**src/rtl/vga_pkg.sv**
```systemverilog
// Shared VGA stream widths, start-sprite geometry and the blink state type.
package vga_pkg;
  localparam int HCNT_W       = 11;
  localparam int RGB_W        = 12;
  localparam int START_W      = 400;
  localparam int START_H      = 48;
  localparam int START_ADDR_W = 15;

  localparam logic [RGB_W-1:0] KEY_COLOR = 12'hF0F;

  typedef enum logic [1:0] {
    OFF  = 2'd0,
    SHOW = 2'd1,
    HIDE = 2'd2
  } blink_state_t;
endpackage

```
**src/rtl/vga_delay.sv**
```systemverilog
// Fixed-depth shift register, cleared by reset, used to keep side signals
// aligned with the registered ROM read.
module vga_delay #(
  parameter int DEPTH = 1,
  parameter int W     = 1
) (
  input  logic         clk,
  input  logic         rst_n,
  input  logic [W-1:0] din,
  output logic [W-1:0] dout
);
  logic [DEPTH-1:0][W-1:0] pipe_q, pipe_d;

  always_comb begin
    pipe_d    = pipe_q;
    pipe_d[0] = din;
    for (int i = 1; i < DEPTH; i++) pipe_d[i] = pipe_q[i-1];
  end

  always_ff @(posedge clk) begin
    if (!rst_n) pipe_q <= '0;
    else        pipe_q <= pipe_d;
  end

  assign dout = pipe_q[DEPTH-1];
endmodule

```
**src/rtl/start_draw.sv**
```systemverilog
// Blinking "start" sprite overlay; drives the external start ROM and keeps the
// VGA stream aligned across the ROM's one-clock read latency.
//   state | meaning
//   OFF   | sprite disabled, frame counter held at 0
//   SHOW  | sprite drawn this frame
//   HIDE  | sprite suppressed this frame
module start_draw #(
  parameter int                         WIDTH        = vga_pkg::START_W,
  parameter int                         HEIGHT       = vga_pkg::START_H,
  parameter int                         BLINK_FRAMES = 30,
  parameter logic [vga_pkg::RGB_W-1:0]  KEY_COLOR    = vga_pkg::KEY_COLOR
) (
  input  logic                             clk,
  input  logic                             rst_n,
  input  logic                             enable,
  input  logic [vga_pkg::HCNT_W-1:0]       xpos,
  input  logic [vga_pkg::HCNT_W-1:0]       ypos,
  input  logic [vga_pkg::HCNT_W-1:0]       hcount,
  input  logic [vga_pkg::HCNT_W-1:0]       vcount,
  input  logic                             hsync,
  input  logic                             vsync,
  input  logic                             hblnk,
  input  logic                             vblnk,
  input  logic [vga_pkg::RGB_W-1:0]        rgb_in,
  output logic [vga_pkg::START_ADDR_W-1:0] rom_addr,
  input  logic [vga_pkg::RGB_W-1:0]        rom_pixel,
  output logic [vga_pkg::HCNT_W-1:0]       hcount_out,
  output logic [vga_pkg::HCNT_W-1:0]       vcount_out,
  output logic                             hsync_out,
  output logic                             vsync_out,
  output logic                             hblnk_out,
  output logic                             vblnk_out,
  output logic [vga_pkg::RGB_W-1:0]        rgb_out
);
  import vga_pkg::*;

  localparam int CNT_W = (BLINK_FRAMES > 1) ? $clog2(BLINK_FRAMES) : 1;
  localparam int BUS_W = 2 * HCNT_W + 4;
  localparam logic [HCNT_W:0]  W_M1    = (HCNT_W + 1)'(WIDTH - 1);
  localparam logic [HCNT_W:0]  H_M1    = (HCNT_W + 1)'(HEIGHT - 1);
  localparam logic [CNT_W-1:0] CNT_TOP = CNT_W'(BLINK_FRAMES - 1);

  blink_state_t            state_q, state_d;
  logic [CNT_W-1:0]        cnt_q, cnt_d;
  logic                    vsync_q;
  logic [HCNT_W-1:0]       x_q, x_d, y_q, y_d;
  logic [START_ADDR_W-1:0] rom_addr_q, rom_addr_d;
  logic [RGB_W-1:0]        rgb_q, rgb_d;
  logic                    tick, in_box, box_d;
  logic [HCNT_W-1:0]       dx, dy;
  logic [HCNT_W:0]         hc_ext, vc_ext, x_ext, y_ext;
  logic [RGB_W-1:0]        rgb_dly;
  logic [BUS_W-1:0]        bus_out;

  assign tick = vsync & ~vsync_q;

  // Disable has priority over a tick so OFF wins when both arrive together.
  always_comb begin
    state_d = state_q;
    cnt_d   = cnt_q;
    x_d     = tick ? xpos : x_q;
    y_d     = tick ? ypos : y_q;
    if (!enable) begin
      state_d = OFF;
      cnt_d   = '0;
    end else if (tick) begin
      case (state_q)
        OFF: begin
          state_d = SHOW;
          cnt_d   = '0;
        end
        default: begin
          if (cnt_q == CNT_TOP) begin
            state_d = (state_q == SHOW) ? HIDE : SHOW;
            cnt_d   = '0;
          end else begin
            cnt_d = cnt_q + CNT_W'(1);
          end
        end
      endcase
    end
  end

  // One extra bit keeps x+WIDTH-1 from wrapping near the right screen edge.
  always_comb begin
    hc_ext     = {1'b0, hcount};
    vc_ext     = {1'b0, vcount};
    x_ext      = {1'b0, x_q};
    y_ext      = {1'b0, y_q};
    in_box     = (hc_ext >= x_ext) && (hc_ext <= x_ext + W_M1) &&
                 (vc_ext >= y_ext) && (vc_ext <= y_ext + H_M1);
    dx         = hcount - x_q;
    dy         = vcount - y_q;
    rom_addr_d = in_box ? START_ADDR_W'(32'(dy) * 32'(WIDTH) + 32'(dx)) : '0;
  end

  always_comb begin
    rgb_d = rgb_dly;
    if (box_d && state_q == SHOW && rom_pixel != KEY_COLOR) rgb_d = rom_pixel;
  end

  always_ff @(posedge clk) begin
    if (!rst_n) begin
      state_q    <= OFF;
      cnt_q      <= '0;
      vsync_q    <= 1'b0;
      x_q        <= '0;
      y_q        <= '0;
      rom_addr_q <= '0;
      rgb_q      <= '0;
    end else begin
      state_q    <= state_d;
      cnt_q      <= cnt_d;
      vsync_q    <= vsync;
      x_q        <= x_d;
      y_q        <= y_d;
      rom_addr_q <= rom_addr_d;
      rgb_q      <= rgb_d;
    end
  end

  vga_delay #(.DEPTH(3), .W(BUS_W)) u_stream_dly (
    .clk  (clk),
    .rst_n(rst_n),
    .din  ({hcount, vcount, hsync, vsync, hblnk, vblnk}),
    .dout (bus_out)
  );

  vga_delay #(.DEPTH(2), .W(RGB_W)) u_rgb_dly (
    .clk  (clk),
    .rst_n(rst_n),
    .din  (rgb_in),
    .dout (rgb_dly)
  );

  // Blanking is folded into the hit flag so only one bit needs delaying.
  vga_delay #(.DEPTH(2), .W(1)) u_box_dly (
    .clk  (clk),
    .rst_n(rst_n),
    .din  (in_box & ~hblnk & ~vblnk),
    .dout (box_d)
  );

  assign {hcount_out, vcount_out, hsync_out, vsync_out, hblnk_out, vblnk_out} = bus_out;
  assign rom_addr = rom_addr_q;
  assign rgb_out  = rgb_q;
endmodule

```
**config.mk**
```make
export PLATFORM = sky130hd
export DESIGN_NAME = start_draw
export DESIGN_NICKNAME = d
export VERILOG_FILES = /design/src/rtl/vga_pkg.sv /design/src/rtl/vga_delay.sv /design/src/rtl/start_draw.sv
export SDC_FILE = /design/constraint.sdc
export NUM_CORES = 1
export LEC_CHECK = 0
export CAP_MARGIN = 15
export CORE_MARGIN = 2
export CORE_UTILIZATION = 45
export DETAILED_ROUTE_END_ITERATION = 10
export PLACE_DENSITY = 0.75
export SLEW_MARGIN = 10
export SYNTH_ARGS = -nofsm -noshare
export SYNTH_HDL_FRONTEND = slang
export SYNTH_SLANG_ARGS = --single-unit
```
**constraint.sdc**
```tcl
create_clock -name clk -period 4.2 [get_ports clk]
set_input_delay 0.42 -clock clk [delete_from_list [all_inputs] [get_ports clk]]
set_output_delay 0.42 -clock clk [all_outputs]
set_load 0.05 [all_outputs]
```
# After elaboration in Yosys (flattened, before gate mapping)

Cells that the tools add are included.

Add/sub/neg operators: 6
Multiply operators: 1
Magnitude comparators: 4
Eq/ne operators: 3
Multiplexer cells: 6
Bitwise gates (word level): 6
Reduce and logical (&&, ||, !) cells: 10

Operators with widths:

| kind                                                                 | number |
|---|---|
| 11-bit by 12-bit less-or-equal comparator with 1-bit output          | 2 |
| 11-bit greater-or-equal comparator                                   | 2 |
| 11-bit subtractor                                                    | 2 |
| 15-bit by 11-bit adder with 15-bit output                            | 1 |
| 11-bit by 6-bit adder with 12-bit output, second input constant      | 1 |
| 11-bit by 9-bit adder with 12-bit output, second input constant      | 1 |
| 12-bit two-way mux                                                   | 1 |
| 12-bit inequality test, second input constant                        | 1 |
| 11-bit by 5-bit multiplier with 11-bit output, second input constant | 1 |
| 5-bit two-way mux                                                    | 2 |
| 2-bit two-way mux                                                    | 3 |
| 2-bit AND reduction                                                  | 3 |
| 5-bit by 1-bit adder with 5-bit output, second input constant        | 1 |
| 5-bit == test, second input constant                                 | 1 |
| 1-bit logical AND                                                    | 5 |
| 1-bit bitwise AND                                                    | 3 |
| 1-bit inverter                                                       | 3 |
| 2-bit by 1-bit == test with 1-bit output, second input constant      | 1 |
| 2-bit zero test                                                      | 1 |
| 2-bit nonzero test                                                   | 1 |

Flip-flop bits (word level): 161

# Depth between registers and ports, before layout

Gate-level depths: netlist (run 1).

Depth after elaboration: 7
Gate-level depth with buffers: 21

# By module

Synthesis (run 1) repeated with hierarchy kept, for this count alone.

Cell total of the unflattened synthesis: 788
Area total of the unflattened synthesis: 7,652.3 µm²

Modules (own cells, without submodules):

| module                    | instances | cells an instance | area each (µm²) | sequential area each (µm²) |
|---|---|---|---|---|
| start_draw                | 1         | 570               | 4,819.6         | 1,141.1 |
| vga_delay at u_stream_dly | 1         | 164               | 2,104.5         | 1,561.5 |
| vga_delay at u_rgb_dly    | 1         | 50                | 675.6           | 480.5 |
| vga_delay at u_box_dly    | 1         | 4                 | 52.6            | 40.0 |

# Worst setup path after synthesis (run 1)

Ideal clock, no wire load.

Path kind: input port to flip-flop
Start point: input port vcount[0] (netlist bit)
End point: register rom_addr_q[14] (netlist: rom_addr[14])
Data arrival time: 4.319 ns
Path slack: -0.237 ns
Stages on the path: 20
Path buffers: 0
Cell sequence: inv_1 > ha_1 > inv_1 > fa_1 > a21oi_1 > inv_1 > a21oi_1 > xnor2_1 > ha_1 > ha_1 > inv_1 > fa_1 > inv_1 > ha_1 > a21boi_0 > a211o_1 > a21oi_1 > nor3_1 > xnor3_1 > mux2i_1

Cells in the longest elaborated chain, start to end: 4
Elaborated cells on any way between the ends: 8
Classes of those cells: add/sub: 2; mul: 1; order compare: 2; reduce/logical: 3

RTL lines:

| element                                                                                           | RTL line          | text |
|---|---|---|
| from (decl)                                                                                       | start_draw.sv:19  | `input logic [vga_pkg::HCNT_W-1:0] vcount,` |
| parallel branches: the longest is 4 deep, another holds 15-bit by 11-bit adder with 15-bit output | n/a               |  |
| to (signal assigned)                                                                              | start_draw.sv:117 | `rom_addr_q <= rom_addr_d;` |
| to (decl)                                                                                         | start_draw.sv:47  | `logic [START_ADDR_W-1:0] rom_addr_q, rom_addr_d;` |

Several ways; the timed one is not identified.
A chain may end at the register's enable or synchronous reset.

# Final worst setup path (run 1)

Start point: register y_q[1]
End point: register rom_addr_q[14] (netlist: rom_addr[14])

Cells in the longest elaborated chain, start to end: 4
Elaborated cells on any way between the ends: 9
Classes of those cells: add/sub: 3; mul: 1; order compare: 2; reduce/logical: 3

RTL lines:

| element                                                                                           | RTL line          | text |
|---|---|---|
| from (decl)                                                                                       | start_draw.sv:46  | `logic [HCNT_W-1:0] x_q, x_d, y_q, y_d;` |
| from (signal assigned)                                                                            | start_draw.sv:116 | `y_q <= y_d;` |
| parallel branches: the longest is 4 deep, another holds 15-bit by 11-bit adder with 15-bit output | n/a               |  |

Several ways; the timed one is not identified.

==> reports/results.tsv, run 1 <==
stage	metric	value	unit
clock_network	clk buf depth	2	
clock_network	worst skew pair latency	430	ps
synth	Synth cell types	62	
layout	P&R area growth vs syn	36.8	%
synth	Yosys top cell area share	42.3	%
clock_network	CTS tree	done	
worst_setup_path	WP data arrival	4590	ps
clock_network	hold_buf cts	0	
global_routing	met3 GRT Util	3.96	%
synth	mux share of post-synthesis cell area	1.59	%
worst_setup_path	Top delay family on crit path	adder cells	
drt	# DRC	0	
synth	syn_nets	947	
worst_setup_path	CP startpoint kind	register	
drt	Via Count	5969	
clock_network	clock root buffer	clkbuf_16	
worst_hold_path	Hold Crit Class	in2reg	
clock_network	Worst-path clk slew	70	ps
synth	Mapped Area	7570	um^2
floorplanning	core area	16500	um^2
flow_run	Max Cap Viol	0	
timing	fin crit period	4280	ps
floorplanning	DIE WIDTH	134	um
worst_setup_path	Slowest cell on crit path	fa_1	
run_status	violated checks	setup timing	
timing	fin crit share	102	%
floorplanning	Initial Util	45.8	%
worst_setup_path	Setup crit end kind	register	
global_routing	GRT Total Usage	19.8	%
synth	Ys Warns	0	
timing	Tightest Pin Transition	980	ps
global_routing	met2 usage	35.2	%
synth	Post-synth top cells	160 x dfxtp_1, 103 x and2_1, 75 x ha_1	
drt	drt pass-1 iters	6	
drt	final WL	17400	um
synth	Mapped Cells	789	
clock_network	CTS Sinks	160	
layout	diode count	0	
synth	syn_area_per_cell	9.59	um^2
timing	slew margin rel.	34.7	%
global_routing	met1 Use GR	24.0	%
synth	dominant cells by area after synthesis	dfxtp_1 42%, ha_1 12%, and2_1 8.5%	
timing	worst setup margin	-77.2	ps
global_routing	GRT overflow	0	
layout	layout cells sized above 1	15.0	%
synth	Synth Area in Compound Gates	11.8	%
synth	most frequent cell after synthesis	dfxtp_1	
timing	unrepaired setup endpoints after global routing	true	
floorplanning	Die ar.	17900	um^2
run_status	status	complete, but fails checks	
floorplanning	die height	134	um
synth	Post-Synth Adder-Cell Area	14.5	%
synth	Most used DFF post-synth	dfxtp_1	
placement	Final GP Congestion	0.849	
synth	Simple-Gate Fraction of Synth Area	20.3	%
clock_network	H-tree depth	4	
global_routing	GRT busiest layer	met2	
timing	Max Slew Vio Count	0	
worst_setup_path	critical path's largest stage delay	510	ps
timing	clock skew	13.4	ps
timing	hold_ws	299	ps
worst_setup_path	Crit path buffers/inverters	4	
worst_setup_path	critical-path maximum fanout	3	
worst_setup_path	CP Cell Sequence	inv_2 > ha_4 > nor2b_4 > o31a_1 > o21ai_2 > nand2_1 > xor2_2 > buf_4 > ha_1 > ha_1 > inv_2 > fa_1 > inv_2 > ha_4 > or2_4 > o22ai_4 > xnor2_2 > xnor2_1 > xnor3_1 > mux2i_1	
timing	final setup fails	1	
synth	main combinational cell family by area after synthesis	simple AND/OR/NAND/NOR gates	
placement	hpwl dp	12900	um
power	VDD IR-drop max	0.398	mV
synth	post-synth top area cell	dfxtp_1	
drt	drt first-iter violations	307	
global_routing	global-route wire length before repair	27900	um
global_routing	number of global-route vias before repair	5902	
synth	post-synthesis xor/xnor area fraction	5.27	%
worst_setup_path	Most common cell on crit path	inv_2	
worst_setup_path	Required @ worst endpoint	4510	ps
placement	I/O Buffers	127	
power	PD cells	547	nW/um^2
synth	register area share after synthesis	42.3	%
drt	Routed Antenna Nets	0	
layout	Core Util, Final	62.7	%
timing	Hold Vio Cnt, Final	0	
global_routing	largest net degree at the start of global routing	136	
floorplanning	Site Rows	47	
timing	FMAX	234	MHz
layout	nets@finish	1138	
drt	routed len/inst	14.3	um
clock_network	TritonCTS buffer count	17	
power	leakage power	4.29	nW
global_routing	initial antenna violation count	0	
worst_setup_path	WS Path Type	reg2reg	
drt	DR vias/cell	4.92	
synth	Async SR Flop Fraction	0	%
synth	Post-synth EDFFs	0	
floorplanning	io pins	128	
synth	Seq cells post-synth	160	
-- sequential cells by signal (all words and copies together) (netlist names) --
| signal | flops |
|---|---|
| rgb_out | 12 |
| state_q | 2 |
| u_rgb_dly.pipe_d | 12 |
| x_q | 11 |
| u_box_dly.dout | 1 |
| cnt_q | 5 |
| u_rgb_dly.dout | 12 |
| u_box_dly.pipe_d | 1 |
| y_q | 11 |
| u_stream_dly.dout | 26 |
| u_stream_dly.pipe_d | 52 |
| rom_addr | 15 |
-- layout by cell type, fill, tap and decap left out, types with 16 or more instances in the layout --
| master | count |
|---|---|
| dfxtp_1 | 158 |
| clkdlybuf4s50_1 | 123 |
| and2_1 | 103 |
| ha_1 | 68 |
| nand2_1 | 67 |
| buf_4 | 65 |
| inv_1 | 53 |
| nor2_1 | 31 |
| xnor2_1 | 29 |
| a21boi_0 | 23 |
| a21oi_1 | 19 |
| nor2b_1 | 18 |
| clkbuf_16 | 17 |
| o21ai_0 | 16 |
-- metal layers --
metal,part of all wire (%),vias to the layer above,wire length [um]
met5,0,-,0
met4,2.1,0,358
met3,3.7,33,642
met2,50,134,8680
met1,44,2767,7690
li1,-,3035,-
-- worst paths after layout --
path / to / cells past startpoint / slack, ps / start
max: rom_addr[14] / 20 / -80 / y_q[1]
max reg2reg: rom_addr[14] / 20 / -80 / y_q[1]
min: u_stream_dly.dout[5] / 2 / 300 / rst_n
min reg2reg: u_stream_dly.dout[12] / 1 / 430 / u_stream_dly.pipe_d[64]
-- power by group --
| group | switching (mW) | internal, mW | total, mW |
|---|---|---|---|
| clock | 0.710 | 0.856 | 1.57 |
| sequential | 0.0288 | 1.59 | 1.61 |
| combinational | 1.16 | 1.32 | 2.48 |
-- area by class of cell --
cell class / instances / area, um^2
repair buffers: 194 / 1770
clock inverters: 15 / 193
multi-input cells: 546 / 4250
clock buffers: 17 / 425
inverters: 61 / 231
flip-flops and latches: 160 / 3210
well taps: 220 / 275
fillers: 1332 / 6170
-- what timing repair did --
action,4_1_cts,5_1_grt
setup endpoints to repair,3,3
cloned,0,0
pin swaps,24,16
gates resized for setup,23,14
buffers inserted,11,1
-- cells by family after synthesis --
logic type / count (synthesis)
XOR/XNOR: 44
adder cells (fa/ha/maj): 83
AND/OR/NAND/NOR: 280
AO/OA/AOI/OAI: 127
buffers and inverters: 83
multiplexers: 12
flip-flops: 160
-- stage by stage --
stage          setup TNS, ps  power (mW)  setup slack (ps)  cell area [um^2]  std cells
6_report               -77.2        5.67             -77.2             10400       1213
5_1_grt                 -316        6.01              -241             10400       1213
4_1_cts                -84.3        5.54             -84.3             10300       1213
3_5_place_dp           -2280        3.74              -810              9520       1170
3_3_place_gp           -1820        3.67              -574              9520       1170
2_1_floorplan              0        3.05             0.708              7640        789
Note: power is estimated with default switching activity, not from simulation.
==> run 2, diff against run 1 <==
--- a/config.mk
+++ b/config.mk
@@ -10,6 +10,7 @@
 export CORE_UTILIZATION = 45
 export DETAILED_ROUTE_END_ITERATION = 10
 export PLACE_DENSITY = 0.75
+export SKIP_CTS_REPAIR_TIMING = 1
 export SLEW_MARGIN = 10
 export SYNTH_ARGS = -nofsm -noshare
 export SYNTH_HDL_FRONTEND = slang
==> run 2 against run 1 <==
  * The flow still finishes with violations (setup timing)
  * Cell area fell by 0.68%
  * Fmax down 0.45%
  * Sequential share of layout area is 0.21 points higher
  * Final cell count is 0.66% lower
  * Clock power hardly changed
  * Largest power group unchanged
==> reports/results.tsv, run 2 (synthesized netlist as in run 1, its figures left out) <==
stage	metric	value	unit
layout	Core Util, Final	62.2	%
timing	final setup fails	1	
global_routing	GRT busiest layer	met2	
timing	clock skew	12.5	ps
layout	most frequent cells in the layout	158 x dfxtp_1, 123 x clkdlybuf4s50_1, 103 x and2_1	
clock_network	clk buf depth	2	
global_routing	largest net degree at the start of global routing	136	
timing	slew margin rel.	34.4	%
worst_setup_path	Top delay family on crit path	adder cells	
timing	hold_ws	299	ps
drt	final WL	17100	um
timing	Hold Vio Cnt, Final	0	
drt	drt pass-1 iters	4	
clock_network	H-tree depth	4	
clock_network	clock root buffer	clkbuf_16	
timing	Max Slew Vio Count	0	
layout	commonest non-fill, non-tap cell in the layout	dfxtp_1	
worst_setup_path	critical-path maximum fanout	4	
power	overall power	5.45	mW
worst_setup_path	Crit path buffers/inverters	4	
clock_network	Worst-path clk slew	70	ps
placement	hpwl dp	12900	um
worst_setup_path	Required @ worst endpoint	4510	ps
floorplanning	Initial Util	45.8	%
power	VDD IR-drop max	0.353	mV
global_routing	met2 usage	33.5	%
timing	worst setup margin	-96.4	ps
drt	Via Count	5927	
worst_setup_path	CP Depth	20	
timing	setup_tns	-96.4	ps
floorplanning	Site Rows	47	
global_routing	GRT Total Usage	19.3	%
layout	diode count	0	
run_status	violated checks	setup timing	
worst_hold_path	Hold Path Depth	2	
worst_setup_path	CP startpoint kind	register	
drt	drt first-iter violations	255	
layout	layout cells sized above 1	14.0	%
power	leakage power	4.27	nW
drt	routed len/inst	14.2	um
placement	Final GP Congestion	0.849	
layout	fin area	10300	um^2
clock_network	CTS Sinks	160	
flow_run	Max Cap Viol	0	
drt	# DRC	0	
global_routing	global-route wire length before repair	27200	um
worst_setup_path	critical path's largest stage delay	510	ps
floorplanning	die height	134	um
placement	DP Area	9520	um^2
clock_network	TritonCTS buffer count	17	
global_routing	met1 Use GR	23.8	%
clock_network	CTS tree	done	
floorplanning	core area	16500	um^2
layout	Post-Layout Cell Count	1205	
layout	fill count	1352	
run_status	status	complete, but fails checks	
worst_setup_path	Slowest cell on crit path	fa_1	
placement	Inst Count DP	1170	
worst_setup_path	Setup crit end kind	register	
worst_setup_path	R2R depth	20	
clock_network	worst skew pair latency	430	ps
floorplanning	DIE WIDTH	134	um
drt	DR vias/cell	4.92	
worst_hold_path	Hold Crit Class	in2reg	
drt	Routed Antenna Nets	0	
global_routing	GRT overflow	0	
floorplanning	io pins	128	
placement	I/O Buffers	127	
worst_setup_path	CP Cell Sequence	inv_2 > ha_4 > nor2b_4 > o31a_1 > o21ai_2 > nand2_2 > xor2_2 > ha_1 > ha_4 > inv_2 > fa_1 > inv_2 > ha_4 > buf_6 > a21o_1 > a211o_1 > a21oi_2 > nor3_2 > xnor3_1 > mux2i_1	
worst_setup_path	WS Path Type	reg2reg	
placement	Place WS	-810	ps
timing	FMAX	233	MHz
timing	unrepaired setup endpoints after global routing	true	
layout	P&R area growth vs syn	35.9	%
layout	nets@finish	1130	
timing	fin crit share	102	%
power	PD cells	530	nW/um^2
global_routing	met3 GRT Util	4.07	%
global_routing	number of global-route vias before repair	5763	
layout	max FFs per register	52	
floorplanning	Die ar.	17900	um^2
timing	fin crit period	4300	ps
worst_setup_path	WP data arrival	4610	ps
timing	Tightest Pin Transition	984	ps
global_routing	initial antenna violation count	0	
run 2: cell count changes in the layout (fill, tap and decap cells not counted), moves of 2 or more:
cell / previous run / this run
a21oi_2: 8 / 6
dlymetal6s2s_1: 0 / 3
inv_2: 7 / 4
inv_1: 53 / 56
dlygate4sd2_1: 3 / 0
buf_4: 65 / 58
run 2: where the power goes:
group | internal, mW | switching, mW | total, mW
sequential | 1.59 | 0.0289 | 1.61
clock | 0.856 | 0.713 | 1.57
combinational | 1.16 | 1.10 | 2.27
total | 3.60 | 1.84 | 5.45
run 2: cell type report:
cell class,count,area [um^2],share of cell area [%]
clock inverters,15,193,1.87
flip-flops and latches,160,3210,31.2
multi-input cells,546,4240,41.2
clock buffers,17,425,4.14
well taps,220,275,2.68
inverters,61,231,2.25
repair buffers,186,1720,16.7
run 2: path summary, 6_finish.rpt:
| check | endpoint | slack, ps | from |
|---|---|---|---|
| min reg2reg | u_stream_dly.dout[12] | 430 | u_stream_dly.pipe_d[64] |
| min | u_stream_dly.dout[5] | 300 | rst_n |
| max reg2reg | rom_addr[14] | -100 | y_q[1] |
| max | rom_addr[14] | -100 | y_q[1] |
run 2: per-layer routing:
layer / up-vias / part of all wire (%)
met4: 0 / 2.2
met1: 2738 / 44
met5: - / 0
li1: 3019 / -
met2: 139 / 49
met3: 31 / 4.3
